<file path="src/rtl/battle_pkg.sv">
// Shared constants and types for the battle game tile layers.
// Holds the map geometry, the VGA visible area and the packed map-bus type
// used to hand whole strong-brick maps between blocks.
package battle_pkg;

    localparam int MAP_ROWS  = 15;
    localparam int MAP_COLS  = 20;
    localparam int TILE_LOG2 = 5;

    // Visible VGA area, sized to match the 11-bit pixel coordinates.
    localparam logic [10:0] SCREEN_W = 11'd640;
    localparam logic [10:0] SCREEN_H = 11'd480;

    // One full map: index [row][col], row 0 at the top, column 0 leftmost.
    typedef logic [MAP_ROWS-1:0][MAP_COLS-1:0] map_t;

    // Loader state.
    typedef enum logic {
        ST_IDLE = 1'b0,
        ST_LOAD = 1'b1
    } ld_state_t;

endpackage

</file>
<file path="src/rtl/strong_bricks_matrix.sv">
// Strong-brick tile matrix.
// Holds the live strong-brick map, loads it row by row from one of four
// static maps, answers per-pixel draw lookups and bullet-impact queries.
// Optional feature macro: STRONG_DESTRUCT_EN -- when defined, a powered hit
// on a live strong brick clears that brick; otherwise queries are read-only.
// The map ports use battle_pkg::map_t, so ROWS/COLS must match the package.
module strong_bricks_matrix
    import battle_pkg::*;
#(
    parameter int COLS      = MAP_COLS,
    parameter int ROWS      = MAP_ROWS,
    parameter int TILE_LOG2 = battle_pkg::TILE_LOG2
) (
    input  logic                 clk,
    input  logic                 reset,
    input  map_t                 mat_in0,
    input  map_t                 mat_in1,
    input  map_t                 mat_in2,
    input  map_t                 mat_in3,
    input  logic [1:0]           map_sel,
    input  logic                 load_req,
    output logic                 busy,
    output logic                 load_done,
    input  logic [10:0]          pixelX,
    input  logic [10:0]          pixelY,
    output logic                 drawingRequest,
    output logic [TILE_LOG2-1:0] offsetX,
    output logic [TILE_LOG2-1:0] offsetY,
    input  logic                 hit_valid,
    input  logic [3:0]           hit_row,
    input  logic [4:0]           hit_col,
    input  logic                 hit_power,
    output logic                 hit_ready,
    output logic                 hit_ack,
    output logic                 hit_strong
);

    localparam int RW = $clog2(ROWS);
    localparam int CW = $clog2(COLS);
    localparam logic [RW-1:0] LAST_ROW = RW'(ROWS - 1);

    ld_state_t     state;
    logic [RW-1:0] row_cnt;
    logic [1:0]    sel_q;
    map_t          live;
    map_t          src_map;

    logic [10:0]   tile_x;
    logic [10:0]   tile_y;
    logic [RW-1:0] pix_row;
    logic [CW-1:0] pix_col;
    logic          pix_in_map;
    logic          pix_cell;

    logic          hit_accept;
    logic          hit_in_map;
    logic          hit_cell;

    assign hit_ready  = ~busy;
    assign hit_accept = hit_valid & ~busy;

    // Map selected at load start; map_sel is latched so later changes are ignored.
    always_comb begin
        case (sel_q)
            2'd0:    src_map = mat_in0;
            2'd1:    src_map = mat_in1;
            2'd2:    src_map = mat_in2;
            default: src_map = mat_in3;
        endcase
    end

    // Pixel-to-tile lookup; cells outside the visible area or map read as empty.
    always_comb begin
        tile_x     = pixelX >> TILE_LOG2;
        tile_y     = pixelY >> TILE_LOG2;
        pix_row    = RW'(tile_y);
        pix_col    = CW'(tile_x);
        pix_in_map = (pixelX < SCREEN_W) && (pixelY < SCREEN_H) &&
                     (int'(tile_y) < ROWS) && (int'(tile_x) < COLS);
        pix_cell   = 1'b0;
        if (pix_in_map)
            pix_cell = live[pix_row][pix_col];
    end

    // Query-cell lookup; out-of-range coordinates are treated as no brick.
    always_comb begin
        hit_in_map = (int'(hit_row) < ROWS) && (int'(hit_col) < COLS);
        hit_cell   = 1'b0;
        if (hit_in_map)
            hit_cell = live[hit_row][hit_col];
    end

`ifdef STRONG_DESTRUCT_EN
    logic hit_clear;
    assign hit_clear = hit_accept & hit_cell & hit_power;
`else
    // hit_power has no effect when bricks are indestructible.
    logic unused_hit_power;
    assign unused_hit_power = hit_power;
`endif

    // Loader FSM: one row per cycle into the live matrix, plus hit-driven clears.
    always_ff @(posedge clk or posedge reset) begin
        if (reset) begin
            state     <= ST_IDLE;
            busy      <= 1'b0;
            load_done <= 1'b0;
            row_cnt   <= '0;
            sel_q     <= 2'd0;
            live      <= '0;
        end else begin
            load_done <= 1'b0;
            case (state)
                ST_IDLE: begin
                    if (load_req) begin
                        state   <= ST_LOAD;
                        busy    <= 1'b1;
                        row_cnt <= '0;
                        sel_q   <= map_sel;
                    end
                end
                ST_LOAD: begin
                    live[row_cnt] <= src_map[row_cnt];
                    if (row_cnt == LAST_ROW) begin
                        state     <= ST_IDLE;
                        busy      <= 1'b0;
                        load_done <= 1'b1;
                    end else begin
                        row_cnt <= row_cnt + 1'b1;
                    end
                end
                default: state <= ST_IDLE;
            endcase
`ifdef STRONG_DESTRUCT_EN
            // Queries are only accepted in IDLE, so this never races a row copy.
            if (hit_clear)
                live[hit_row][hit_col] <= 1'b0;
`endif
        end
    end

    // Registered draw request and in-tile offsets, suppressed while loading.
    always_ff @(posedge clk or posedge reset) begin
        if (reset) begin
            drawingRequest <= 1'b0;
            offsetX        <= '0;
            offsetY        <= '0;
        end else begin
            drawingRequest <= pix_cell & ~busy;
            offsetX        <= pixelX[TILE_LOG2-1:0];
            offsetY        <= pixelY[TILE_LOG2-1:0];
        end
    end

    // Registered query response, reporting the cell value before any clear.
    always_ff @(posedge clk or posedge reset) begin
        if (reset) begin
            hit_ack    <= 1'b0;
            hit_strong <= 1'b0;
        end else begin
            hit_ack    <= hit_accept;
            hit_strong <= hit_accept & hit_cell;
        end
    end

endmodule

</file>
<file path="config.mk">
export PLATFORM = sky130hd
export DESIGN_NAME = strong_bricks_matrix
export DESIGN_NICKNAME = d
export VERILOG_FILES = /design/src/rtl/battle_pkg.sv /design/src/rtl/strong_bricks_matrix.sv
export SDC_FILE = /design/constraint.sdc
export NUM_CORES = 1
export LEC_CHECK = 0
export BUFFER_PORTS_ARGS = -buffer_cell sky130_fd_sc_hd__buf_2
export CORE_AREA = 4 4 490 492
export CTS_CLUSTER_SIZE = 30
export DETAILED_ROUTE_END_ITERATION = 10
export DIE_AREA = 0 0 494 496
export HOLD_SLACK_MARGIN = 0.15
export SLEW_MARGIN = 10
export SYNTH_ARGS = -nofsm -noshare
export SYNTH_HDL_FRONTEND = slang
export SYNTH_SLANG_ARGS = --single-unit
</file>
<file path="constraint.sdc">
create_clock -name clk -period 11.5 [get_ports clk]
set_input_delay 3.45 -clock clk [delete_from_list [all_inputs] [get_ports clk]]
set_output_delay 3.45 -clock clk [all_outputs]
set_load 0.01 [all_outputs]
</file>
Word-level counts from Yosys, hierarchy flattened. Cells that the tools add are included.

Flip-flop bits (word level): 322. Output and inout bits: 16. Word-level logic and storage cells: 85.

$add $sub $neg: 1. $lt $le $gt $ge: 12. Equality and inequality tests: 6. Multiplexer cells: 27. Bitwise gates (word level): 5. Reduce and logical (&&, ||, !) cells: 9.

Operator list (number): $pmux W300 S3 (1); $bwmux W300 (1); $bmux W20 S4 (3); $demux W20 S4 (1); $mux W20 (4); $lt A4 B5 Y1 const B (3); $lt A5 B6 Y1 const B (2); $lt A11 B10 Y1 const B (1); $lt A11 B9 Y1 const B (1); $bmux W1 S5 (2); $mux W1 (10); $mux W4 (2); $pmux W4 S2 (1); $lt A6 B4 Y1 const B (1); $lt A6 B5 Y1 const B (1); $reduce_and A2 Y1 (3); $logic_and A1 B1 Y1 (5); $lt A5 B5 Y1 const B (1); $add A4 B1 Y4 const B (1); $eq A4 B4 Y1 const B (1); $ge A4 B1 Y1 const B (1); $lt A4 B4 Y1 const B (1); $ne A2 B2 Y1 const B (2); $pmux W1 S2 (2); 6 further kinds (9).

Depth between registers and ports, before layout.
Depth in word-level cells: 6. Mapped depth: 13.

Least setup slack after synthesis. Ideal clock, no wire load.

Kind: in2reg. Start: input port hit_row[0]. End: register hit_strong. Arrival: 5.411 ns. Data required time: 11.369 ns. Slack: 5.958 ns. Stages on the path: 9. Buffers on the path: 4. Path through: buf_2 buf_4 buf_4 buf_4 mux4_2 o211ai_1 o211ai_1 a311oi_1 a31oi_1.

Cells in the longest elaborated chain, start to end: 6.

Ends and longest elaborated chain: from (decl) (RTL line strong_bricks_matrix.sv:30) `input logic [3:0] hit_row,`; $bmux W20 S4 (RTL line strong_bricks_matrix.sv:90) `hit_cell = live[hit_row][hit_col];`; $mux W20 (implied by the code) (RTL line strong_bricks_matrix.sv:90); $bmux W1 S5 (RTL line strong_bricks_matrix.sv:90); $mux W1 (implied by the code) (RTL line strong_bricks_matrix.sv:90); $mux W1 (*) (RTL line strong_bricks_matrix.sv:89) `if (hit_in_map)`; $and A1 B1 Y1 (*) (RTL line strong_bricks_matrix.sv:162) `hit_strong <= hit_accept & hit_cell;`; to (signal assigned) (RTL line strong_bricks_matrix.sv:162); to (decl) (RTL line strong_bricks_matrix.sv:35) `output logic hit_strong`.

Every way passes the cells marked *; elsewhere a longest branch is shown, timed or not. The select of a mux whose other input is x is not followed. A chain may end at the register's enable or synchronous reset.

Final worst setup path.
Start: input port pixelY[5]. End: register drawingRequest.

Cells in the longest elaborated chain, start to end: 6.

Ends and longest elaborated chain: from (decl) (RTL line strong_bricks_matrix.sv:25) `input logic [10:0] pixelY,`; $bmux W20 S4 / $lt A11 B9 Y1 (equally long branches) (RTL line strong_bricks_matrix.sv:82, strong_bricks_matrix.sv:78); $mux W20 (implied by the code) / $logic_and A1 B1 Y1 (equally long branches) (RTL line strong_bricks_matrix.sv:82, strong_bricks_matrix.sv:78); $bmux W1 S5 / $logic_and A1 B1 Y1 (equally long branches) (RTL line strong_bricks_matrix.sv:82, strong_bricks_matrix.sv:78); $mux W1 (implied by the code) / $logic_and A1 B1 Y1 (equally long branches) (RTL line strong_bricks_matrix.sv:82, strong_bricks_matrix.sv:79); $mux W1 (*) (RTL line strong_bricks_matrix.sv:81) `if (pix_in_map)`; $and A1 B1 Y1 (*) (RTL line strong_bricks_matrix.sv:149) `drawingRequest <= pix_cell & ~busy;`; to (signal assigned) (RTL line strong_bricks_matrix.sv:149); to (decl) (RTL line strong_bricks_matrix.sv:26) `output logic drawingRequest,`.

Marks and branches as above.

==> impl_metrics.json <==
{
  "timing.final.crit_share_pct": 56.7,
  "syn-num-nets": 3456,
  "post_cts_buffers": 0,
  "synth-main-ff-cell": "dfrtp_1",
  "die_width_um": 494,
  "cp_slowest_stage_delay_ps": 750,
  "place_congestion": 1.05,
  "finalHoldViolCount": 0,
  "tritoncts": "yes",
  "clock_tree.buffer_depth": 3,
  "reg2reg_slack_ps": 6640,
  "final_cell_mix": "1248 x buf_2, 428 x mux4_2, 418 x nand2_1, 318 x dfrtp_1, 199 x o21ai_0",
  "drv_slew": 0,
  "ys.warnings.count": 0,
  "synth_cell_types": 72,
  "cp_top_family": "buffers and inverters",
  "first_pass_iters": 6,
  "holdCritPathClass": "reg2reg",
  "critical_path.slowest_cell": "buf_4",
  "via_count": 30012,
  "syn2layout_area_growth_pct": 44.7,
  "io_buffers": 1252,
  "postPlaceCellArea_um2": 36100,
  "hpwl_um": 240000,
  "drc_errors": 0,
  "min_to": "live[32]",
  "cts_made_buffers": 38,
  "nNetsFinal": 4575,
  "grt_max_degree": 193,
  "skew_ps": 40.6,
  "totalWireLength_um": 274000,
  "cts.repair.resized": 0,
  "clock.fmax_mhz": 153,
  "regToRegEndpoint": "live[271]",
  "crit_type": "in2reg",
  "synth_seq_area_share_pct": 30.4,
  "avgRoutedWirePerCell_um": 39.8,
  "grt_overflow_total": 0,
  "relSlewSlack_pct": 16.9,
  "cts_hold_buf": 0,
  "grt.total_usage_pct": 21.3,
  "grt_pass1_wl_um": 330000,
  "antenna_found_initial": 372,
  "clock-root-buffer": "clkbuf_16",
  "clock_latency_ps": 630,
  "r2r-start": "sel_q[0]",
  "path_clk_slew_ps": 60,
  "final_layout_size_suffix_gt1_share_pct": 57.3,
  "setup_tns_ps": 0,
  "p_leak_nw": 15.8,
  "synthesis.area_um2": 26500,
  "ant_nets": 0,
  "period_needed_ps": 6530,
  "synth_simple_gate_area_share_pct": 9.00,
  "timing.max_cap.violations": 0,
  "cts_max_level": 2,
  "irDropWorstVdd_mv": 0.116,
  "ys_ff_latch": 322,
  "path_cells": "buf_4, buf_4, inv_1, a221o_1, a221o_1, a211o_1, a211oi_1, nor4_1",
  "status": "finished, final reports clean",
  "final_cells": 6888,
  "cts.sinks": 322,
  "rsz0062_at_grt": "no",
  "min_from": "live[32]",
  "syn_avg_cell_area_um2": 12.0,
  "synthMuxAreaShare_pct": 45.1,
  "start_util_pct": 11.3,
  "path_buf_inv": 3,
  "core-area_um2": 235000,
  "worstPathRequired_ps": 11950,
  "async_reset_ff_share_pct": 100,
  "synth_top_family_by_area": "multiplexers",
  "critPathMaxFanout": 41,
  "final_common_cell": "buf_2",
  "die-area_um2": 245000,
  "power_mw": 9.25,
  "critPathLaunchType": "primary input",
  "syn_inst": 2214,
  "drt-vias-per-instance": 4.36,
  "reg2reg_depth": 8,
  "final_util_pct": 16.3,
  "finalSetupViolCount": 0,
  "min_path_cells": 2,
  "synthXorXnorAreaFrac_pct": 0.0330,
  "synth_edf_count": 0,
  "drt_iter0_drc": 3938,
  "ios": 1254,
  "design_area_um2": 38400,
  "p_per_area_nw_per_um2": 241,
  "synth_compound_area_share_pct": 10.4,
  "synthAdderAreaFrac_pct": 0.189,
  "worst_slew_pin_slew_ps": 1250,
  "die_height_um": 496,
  "arrival_ps": 6970,
  "first_global_vias": 27713,
  "placementRows": 178,
  "dp_cells": 6443,
  "worst_setup_path_end_kind": "flip-flop"
}
-- Yosys cell counts (all sizes together), types with 3 or more instances --
master,count,area share [%]
nor2,43,0.61
o2111ai,8,0.26
o21ai,237,4.5
clkbuf,110,1.6
a211oi,5,0.14
o211ai,10,0.28
a22o,5,0.17
mux2i,97,3.7
a221oi,25,0.83
a21oi,39,0.74
o2bb2ai,15,0.50
a31oi,9,0.21
o22ai,4,0.094
nor2b,23,0.54
and3,7,0.17
a221o,22,0.83
inv,25,0.35
clkinv,3,0.042
ha,4,0.19
and2,3,0.071
nor3b,3,0.085
a2111oi,3,0.099
o31ai,5,0.14
nand3,27,0.51
nand2b,10,0.26
nor3,12,0.23
buf,110,2.8
a22oi,19,0.64
and2b,4,0.11
o311a,4,0.15
nand2,418,5.9
nand4,9,0.21
mux2,97,4.1
mux4,437,37
o221ai,5,0.17
or3,3,0.071
dfrtp,322,30
-- cells by family after synthesis --
logic type / after synthesis
flops: 322
mux: 631
fa+ha+maj: 4
simple gates: 570
buf+inv: 252
compound gates: 434
xor+xnor: 1
-- layout make-up --
cell class / instances / area [µm²]
clock inverters: 20 / 337
diodes: 376 / 941
repair buffers: 1303 / 6700
flip-flops and latches: 322 / 8070
well taps: 3150 / 3940
multi-input cells: 1640 / 17200
clock buffers: 49 / 1040
fillers: 26549 / 197000
inverters: 28 / 114
-- state kept, by name (all words and copies together), names as in the netlist, 2 cells and up --
name	cells
row_cnt	4
offsetX	5
live	300
sel_q	2
offsetY	5
-- worst max-delay path by stage --
stage | from | to | cells after the start
floorplan | reset | busy | 1
global placement | pixelY[5] | drawingRequest | 8
detailed placement | pixelY[5] | drawingRequest | 8
CTS | pixelY[5] | drawingRequest | 8
global route | pixelY[5] | drawingRequest | 8
finish | pixelY[5] | drawingRequest | 8
-- layer usage --
metal	GRT usage, %	wire, µm	share of wire [%]
met1	24.3	102000	37
met2	30.5	115000	42
met3	11.8	37000	13
met4	13.4	19500	7.1
met5	1.22	997	0.36
-- worst register-to-register path, stage by stage, from the launching register on --
cell and delay, ps:
dfrtp_4 720, buf_4 680, buf_12 530, mux4_2 800
mux2_2 290, a221oi_1 820, or2_2 410, o311a_1 360
o21ai_0 110
-- metrics by stage --
stage | setup WS, ps | hold WS (ps)
detailed placement | 4410 | 484
CTS | 5020 | 499
floorplan | 3760 | 457
global placement | 4430 | 472
finish | 4970 | 501
global route | 4870 | 520
-- where the power goes --
part           internal (mW)  total [mW]  switching (mW)
clock                  0.791        1.38           0.586
combinational           2.41        5.77            3.36
sequential              1.66        2.10           0.437
(Power assumes the default switching activity.)
